**src/rtl/spi_pkg.sv**
```systemverilog
// Shared SPI definitions: FSM state encoding, default word width and the
// mode-0 clock polarity/phase used by both ends of the link.
package spi_pkg;

    typedef enum logic [1:0] {
        IDLE,
        XFER,
        TRAIL
    } state_t;

    localparam int SPI_DATA_W = 8;

    localparam bit CPOL = 1'b0;
    localparam bit CPHA = 1'b0;

endpackage : spi_pkg

```
**src/rtl/spi_master_if.sv**
```systemverilog
// Local-controller handshake plus SPI pins of the master, bundled so the
// engine and its user see one port each.
interface spi_master_if
    import spi_pkg::*;
#(
    parameter int DATA_W = SPI_DATA_W
);

    logic              start;
    logic [DATA_W-1:0] data_tx;
    logic [DATA_W-1:0] data_rx;
    logic              busy;
    logic              done;
    logic              sclk;
    logic              ss;
    logic              mosi;
    logic              miso;

    modport master (
        input  start, data_tx, miso,
        output sclk, ss, mosi, data_rx, busy, done
    );

    modport slave (
        output start, data_tx, miso,
        input  sclk, ss, mosi, data_rx, busy, done
    );

endinterface : spi_master_if

```
**src/rtl/spi_clk_div.sv**
```systemverilog
// Half-period timer for sclk: emits a one-cycle tick every CLK_DIV cycles,
// restarting from zero whenever clear is high.
module spi_clk_div
    import spi_pkg::*;
#(
    parameter int CLK_DIV = 2
) (
    input  logic clk,
    input  logic rst,
    input  logic clear,
    output logic tick
);

    localparam int                CNT_W = (CLK_DIV > 1) ? $clog2(CLK_DIV) : 1;
    localparam logic [CNT_W-1:0] LAST  = CNT_W'(CLK_DIV - 1);

    logic [CNT_W-1:0] div_cnt;

    assign tick = (div_cnt == LAST);

    always_ff @(posedge clk) begin
        if (rst || clear || tick) begin
            div_cnt <= '0;
        end else begin
            div_cnt <= div_cnt + CNT_W'(1);
        end
    end

endmodule : spi_clk_div

```
**src/rtl/spi_master.sv**
```systemverilog
// SPI mode-0 master: one start-triggered transfer of DATA_W bits, MSB first,
// with busy/done status back to the local controller.
module spi_master
    import spi_pkg::*;
#(
    parameter int DATA_W  = SPI_DATA_W,
    parameter int CLK_DIV = 2
) (
    input  logic         clk,
    input  logic         rst,
    spi_master_if.master bus
);

    localparam int BIT_W = $clog2(DATA_W + 1);

    state_t             state_q,   state_d;
    logic [DATA_W-1:0]  tx_q,      tx_d;
    logic [DATA_W-1:0]  rx_q,      rx_d;
    logic [DATA_W-1:0]  data_rx_q, data_rx_d;
    logic [BIT_W-1:0]   bit_q,     bit_d;
    logic               sclk_q,    sclk_d;
    logic               ss_q,      ss_d;
    logic               mosi_q,    mosi_d;
    logic               busy_q,    busy_d;
    logic               done_q,    done_d;
    logic               tick;
    logic               div_clear;

    // The half-period timer restarts on every state entry and idles at zero.
    assign div_clear = (state_q == IDLE) || (state_d != state_q);

    spi_clk_div #(
        .CLK_DIV (CLK_DIV)
    ) u_clk_div (
        .clk   (clk),
        .rst   (rst),
        .clear (div_clear),
        .tick  (tick)
    );

    always_comb begin
        // NOTE: every target gets a default before the case so no path can
        // leave one unassigned and infer a latch.
        state_d   = state_q;
        tx_d      = tx_q;
        rx_d      = rx_q;
        data_rx_d = data_rx_q;
        bit_d     = bit_q;
        sclk_d    = sclk_q;
        ss_d      = ss_q;
        mosi_d    = mosi_q;
        busy_d    = busy_q;
        done_d    = 1'b0;

        case (state_q)
            IDLE: begin
                if (bus.start) begin
                    tx_d    = bus.data_tx;
                    ss_d    = 1'b0;
                    busy_d  = 1'b1;
                    mosi_d  = bus.data_tx[DATA_W-1];
                    bit_d   = BIT_W'(DATA_W);
                    state_d = XFER;
                end
            end

            XFER: begin
                if (tick) begin
                    if (!sclk_q) begin
                        sclk_d = 1'b1;
                        rx_d   = {rx_q[DATA_W-2:0], bus.miso};
                        bit_d  = bit_q - BIT_W'(1);
                    end else begin
                        sclk_d = 1'b0;
                        // The last falling edge leaves mosi on the final bit.
                        if (bit_q == '0) begin
                            state_d = TRAIL;
                        end else begin
                            tx_d   = {tx_q[DATA_W-2:0], 1'b0};
                            mosi_d = tx_q[DATA_W-2];
                        end
                    end
                end
            end

            TRAIL: begin
                if (tick) begin
                    ss_d      = 1'b1;
                    busy_d    = 1'b0;
                    done_d    = 1'b1;
                    data_rx_d = rx_q;
                    state_d   = IDLE;
                end
            end

            default: state_d = IDLE;
        endcase
    end

    always_ff @(posedge clk) begin
        // NOTE: state registers use non-blocking assignments so every flop
        // samples pre-edge values regardless of statement order.
        if (rst) begin
            state_q   <= IDLE;
            tx_q      <= '0;
            rx_q      <= '0;
            data_rx_q <= '0;
            bit_q     <= '0;
            sclk_q    <= CPOL;
            ss_q      <= 1'b1;
            mosi_q    <= 1'b0;
            busy_q    <= 1'b0;
            done_q    <= 1'b0;
        end else begin
            state_q   <= state_d;
            tx_q      <= tx_d;
            rx_q      <= rx_d;
            data_rx_q <= data_rx_d;
            bit_q     <= bit_d;
            sclk_q    <= sclk_d;
            ss_q      <= ss_d;
            mosi_q    <= mosi_d;
            busy_q    <= busy_d;
            done_q    <= done_d;
        end
    end

    assign bus.sclk    = sclk_q;
    assign bus.ss      = ss_q;
    assign bus.mosi    = mosi_q;
    assign bus.busy    = busy_q;
    assign bus.done    = done_q;
    assign bus.data_rx = data_rx_q;

endmodule : spi_master

```
**src/flat_wrapper.sv**
```systemverilog
// flat-port wrapper written by rule: the top's interface ports become plain ports
module spi_master_flat import spi_pkg::*;
#(
    parameter int DATA_W  = SPI_DATA_W,
    parameter int CLK_DIV = 2
)
  (clk, rst, bus_start, bus_data_tx, bus_miso, bus_sclk, bus_ss, bus_mosi, bus_data_rx, bus_busy, bus_done);
  spi_master_if #(.DATA_W(DATA_W)) bus_i ();
  input  logic clk;
  input  logic rst;
  input wire logic [$bits(bus_i.start)-1:0] bus_start;
  input wire logic [$bits(bus_i.data_tx)-1:0] bus_data_tx;
  input wire logic [$bits(bus_i.miso)-1:0] bus_miso;
  output wire logic [$bits(bus_i.sclk)-1:0] bus_sclk;
  output wire logic [$bits(bus_i.ss)-1:0] bus_ss;
  output wire logic [$bits(bus_i.mosi)-1:0] bus_mosi;
  output wire logic [$bits(bus_i.data_rx)-1:0] bus_data_rx;
  output wire logic [$bits(bus_i.busy)-1:0] bus_busy;
  output wire logic [$bits(bus_i.done)-1:0] bus_done;
  assign bus_i.start = bus_start;
  assign bus_i.data_tx = bus_data_tx;
  assign bus_i.miso = bus_miso;
  assign bus_sclk = bus_i.sclk;
  assign bus_ss = bus_i.ss;
  assign bus_mosi = bus_i.mosi;
  assign bus_data_rx = bus_i.data_rx;
  assign bus_busy = bus_i.busy;
  assign bus_done = bus_i.done;
  spi_master #(.DATA_W(DATA_W), .CLK_DIV(CLK_DIV)) u_core (.clk(clk), .rst(rst), .bus(bus_i));
endmodule
```
**config.mk**
```make
export PLATFORM = sky130hd
export DESIGN_NAME = spi_master_flat
export DESIGN_NICKNAME = d
export VERILOG_FILES = /design/src/rtl/spi_pkg.sv /design/src/rtl/spi_master_if.sv /design/src/rtl/spi_clk_div.sv /design/src/rtl/spi_master.sv /design/src/flat_wrapper.sv
export SDC_FILE = /design/constraint.sdc
export NUM_CORES = 1
export LEC_CHECK = 0
export BUFFER_PORTS_ARGS = -buffer_cell sky130_fd_sc_hd__clkbuf_2
export CORE_ASPECT_RATIO = 1.4
export CORE_MARGIN = 1
export CORE_UTILIZATION = 45
export DETAILED_ROUTE_END_ITERATION = 16
export PLACE_DENSITY_LB_ADDON = 0.05
export SYNTH_ARGS = -nofsm -noshare
export SYNTH_HDL_FRONTEND = slang
export SYNTH_SLANG_ARGS = --single-unit
```
**constraint.sdc**
```tcl
create_clock -name clk -period 3.5 [get_ports clk]
set_input_delay 0.35 -clock clk [delete_from_list [all_inputs] [get_ports clk]]
set_output_delay 0.35 -clock clk [all_outputs]
set_load 0.01 [all_outputs]
```
==> flow_metrics.tcl <==
set metrics [dict create \
    status "completed" \
    wl_um 2830 \
    r2r_end "u_core.bit_q[2]$_SDFFE_PP0P_" \
    period_needed_ns 1.84 \
    dieWidth_um 51.2 \
    reg2reg_slack_ns 1.66 \
    max_freq_mhz 543 \
    wire_per_inst_um 13.1 \
    ys.flop_type "dfxtp_1" \
    overflow 0 \
    gp_congestion 0.683 \
    grt_max_degree 37 \
    start_kind "flip-flop" \
    drc_errors 0 \
    ios 25 \
    fp-row-count 24 \
    tritoncts "yes" \
    rr_startpoint "u_core.state_q[0]$_SDFF_PP0_" \
    worst_clock_skew_ns 0.00732 \
    post_cts_buffers 0 \
    hold_viol_final 0 \
    fin_ws_ns 1.66 \
    setup-violations-final 0 \
    grt_pass1_wl_um 4670 \
    grt_pass1_vias 1088 \
    critical_path.max_fanout 14 \
    worst_slew_pin_slew_ns 0.760 \
    vias_per_cell 5.36 \
    clkLatencyLatePin_ns 0.28 \
    syn-num-nets 173 \
    startpoint "u_core.state_q[0]$_SDFF_PP0_" \
    critPathKind "reg -> reg" \
    endpoint "u_core.bit_q[2]$_SDFFE_PP0P_" \
    htree_levels 2 \
    slew_headroom_pct 49.3 \
    drtIter0Drc 18 \
    die_y_um 70.9 \
    post-route-period-util_pct 52.6 \
    hold_class "in -> reg" \
    cpPeakStageDelay_ns 0.51 \
    first_pass_iters 4 \
    nets 191 \
    drive_gt1_share_pct 21.9 \
    avgSynthCellArea_um2 9.58 \
    cts.clk_slew.worst_paths_ns 0.07 \
    antenna_found_initial 0 \
    num_vias 1164 \
    crit_chain "nand4bb_1, or3_1, a211oi_1" \
    hold_buffers 0 \
    die-area_mm2 0.00363 \
    reg2reg_depth 3 \
    yosysWarnings 0 \
    report.final.slew_viol_count 0 \
    dp_hpwl_um 1950 \
    fin_setup_tns_ns 0 \
    detail-route-antenna-nets 0 \
    placement.io_buffers 24 \
    track_usage_pct 17.3 \
    slowest_stage "dfxtp_1" \
    post_synth_instance_area_mm2 0.00152 \
    synth_cells 159 \
    whs_ns 0.292 \
    rsz0062_at_grt "no" \
    crit_required_ns 3.69 \
    cts_buffers 5 \
    maxCapViolations 0 \
    start_util_pct 47.9 \
    nFillCells 312 \
    cts_max_path_buffers 2 \
    cp_data_arrival_time_ns 2.03 \
    area_delta_synth_final_pct 12.4 \
    cts.sink_count 35 \
    core-area_mm2 0.00318 \
    postCtsResizedCells 0 \
    end_kind "flip-flop" \
    peakVddDrop_mv 0.364 \
    cp_top_family "simple AND/OR/NAND/NOR gates" \
    path_buf_inv 0 \
    clockRootBuffer "clkbuf_8" \
    leakage_nw 0.743 \
    path_depth 3 \
    ys_ff_latch 35 \
    powerDensity_mw_per_mm2 454 \
    post-place-ws_ns 1.67 \
    synth_edf_count 0 \
    synthArstFlopShare_pct 0 \
    ys_seq_area_share_pct 46.0 \
    diodes 0 \
    ys_types 32 \
]
## worst min-delay path by stage
stage / start / end / slack, ns / cells after the start
2_1_floorplan: u_core.rx_q[7]$_SDFFE_PP0P_ / u_core.rx_q[7]$_SDFFE_PP0P_ / 0.44 / 2
3_3_place_gp: u_core.tx_q[0]$_SDFFE_PP0P_ / u_core.tx_q[0]$_SDFFE_PP0P_ / 0.46 / 2
3_5_place_dp: u_core.tx_q[0]$_SDFFE_PP0P_ / u_core.tx_q[0]$_SDFFE_PP0P_ / 0.46 / 2
4_1_cts: bus_miso / u_core.rx_q[0]$_SDFFE_PP0P_ / 0.28 / 3
5_1_grt: bus_miso / u_core.rx_q[0]$_SDFFE_PP0P_ / 0.30 / 3
6_report: bus_miso / u_core.rx_q[0]$_SDFFE_PP0P_ / 0.29 / 3
## cell families after synthesis
logic type | count (synthesis) | share of synthesized area, %
adders and majority gates | 2 | 1.64
AOI/OAI and AO/OA | 41 | 19.8
and+or+nand+nor | 46 | 16.7
xor gates and xnor gates | 1 | 0.575
DFF | 35 | 46.0
buffers and inverters | 19 | 5.50
muxes | 15 | 9.85
## cells in the mapped netlist, types with 2 or more instances
cell type,count,area share (%)
buf_2,7,2.3
nand2b_1,3,1.2
a21o_1,2,0.98
dfxtp_1,35,46
inv_1,6,1.5
a21oi_1,16,5.3
a211oi_1,9,4.4
clkbuf_1,5,1.2
nor2_1,9,2.2
o21ai_0,2,0.66
nor3_1,2,0.66
or3b_1,3,1.7
mux2i_1,15,9.9
o21ai_1,2,0.66
nand2_1,17,4.2
a211oi_2,7,5.7
nand3_1,3,0.98
ha_1,2,1.6
## tightest hold or removal path, cell delays in order
cell,delay (ns)
clkbuf_2,0.08
nand2_1,0.05
a21oi_1,0.05
## state kept, by name, summed over array words and instances, names as in the netlist
name / cells
u_core.u_clk_div.tick: 1
u_core.tx_q: 7
u_core.state_q: 2
u_core.bus.mosi: 1
u_core.bus.busy: 1
u_core.bus.data_rx: 8
u_core.bus.ss: 1
u_core.bit_q: 4
u_core.rx_q: 8
u_core.bus.done: 1
u_core.bus.sclk: 1
## layout by cell type, fill, tap and decap left out, types with 2 or more instances in the layout
cell and n:
nand2_1 17, or3b_1 3, nand3_1 3, clkbuf_1 2
ha_1 2, nand2b_1 3, clkbuf_2 24, o21ai_1 2
a21o_1 2, a21oi_1 16, nor3_1 2, inv_1 6
a211oi_1 9, nor2_1 9, clkbuf_8 5, dfxtp_1 35
o21ai_0 2, mux2i_1 15, a211oi_2 7
## metrics by stage
step	cell area [um2]	std cells	utilization, %	power [mW]
detailed placement	1630	209	51.3	0.515
global route	1710	217	53.8	0.820
CTS	1710	217	53.8	0.791
finish	1710	217	53.8	0.777
global placement	1630	209	51.3	0.513
floorplan	1520	159	-	0.496
## metal layers
metal  up-vias  wire length [um]  track usage (%)
met4         0                89             8.33
li1        599                 -                -
met1       537              1160             16.6
met3         9               111             5.81
met5         -                 0                0
met2        19              1470             31.9
## final cells by class
class | count | area, um2 | share of cell area [%]
Multi-Input combinational cell | 105 | 739 | 43.2
Inverter | 6 | 22.5 | 1.31
Clock inverter | 1 | 5.00 | 0.292
Sequential cell | 35 | 701 | 40.9
Tap cell | 39 | 48.8 | 2.85
Timing Repair Buffer | 24 | 120 | 7.01
Clock buffer | 7 | 76.3 | 4.46
## where the power goes
group	switching [mW]	total, mW	internal [mW]
Sequential	0.0120	0.425	0.413
Combinational	0.0447	0.0796	0.0349
Clock	0.133	0.273	0.139
Total	0.190	0.777	0.587
(Power assumes the default switching activity.)
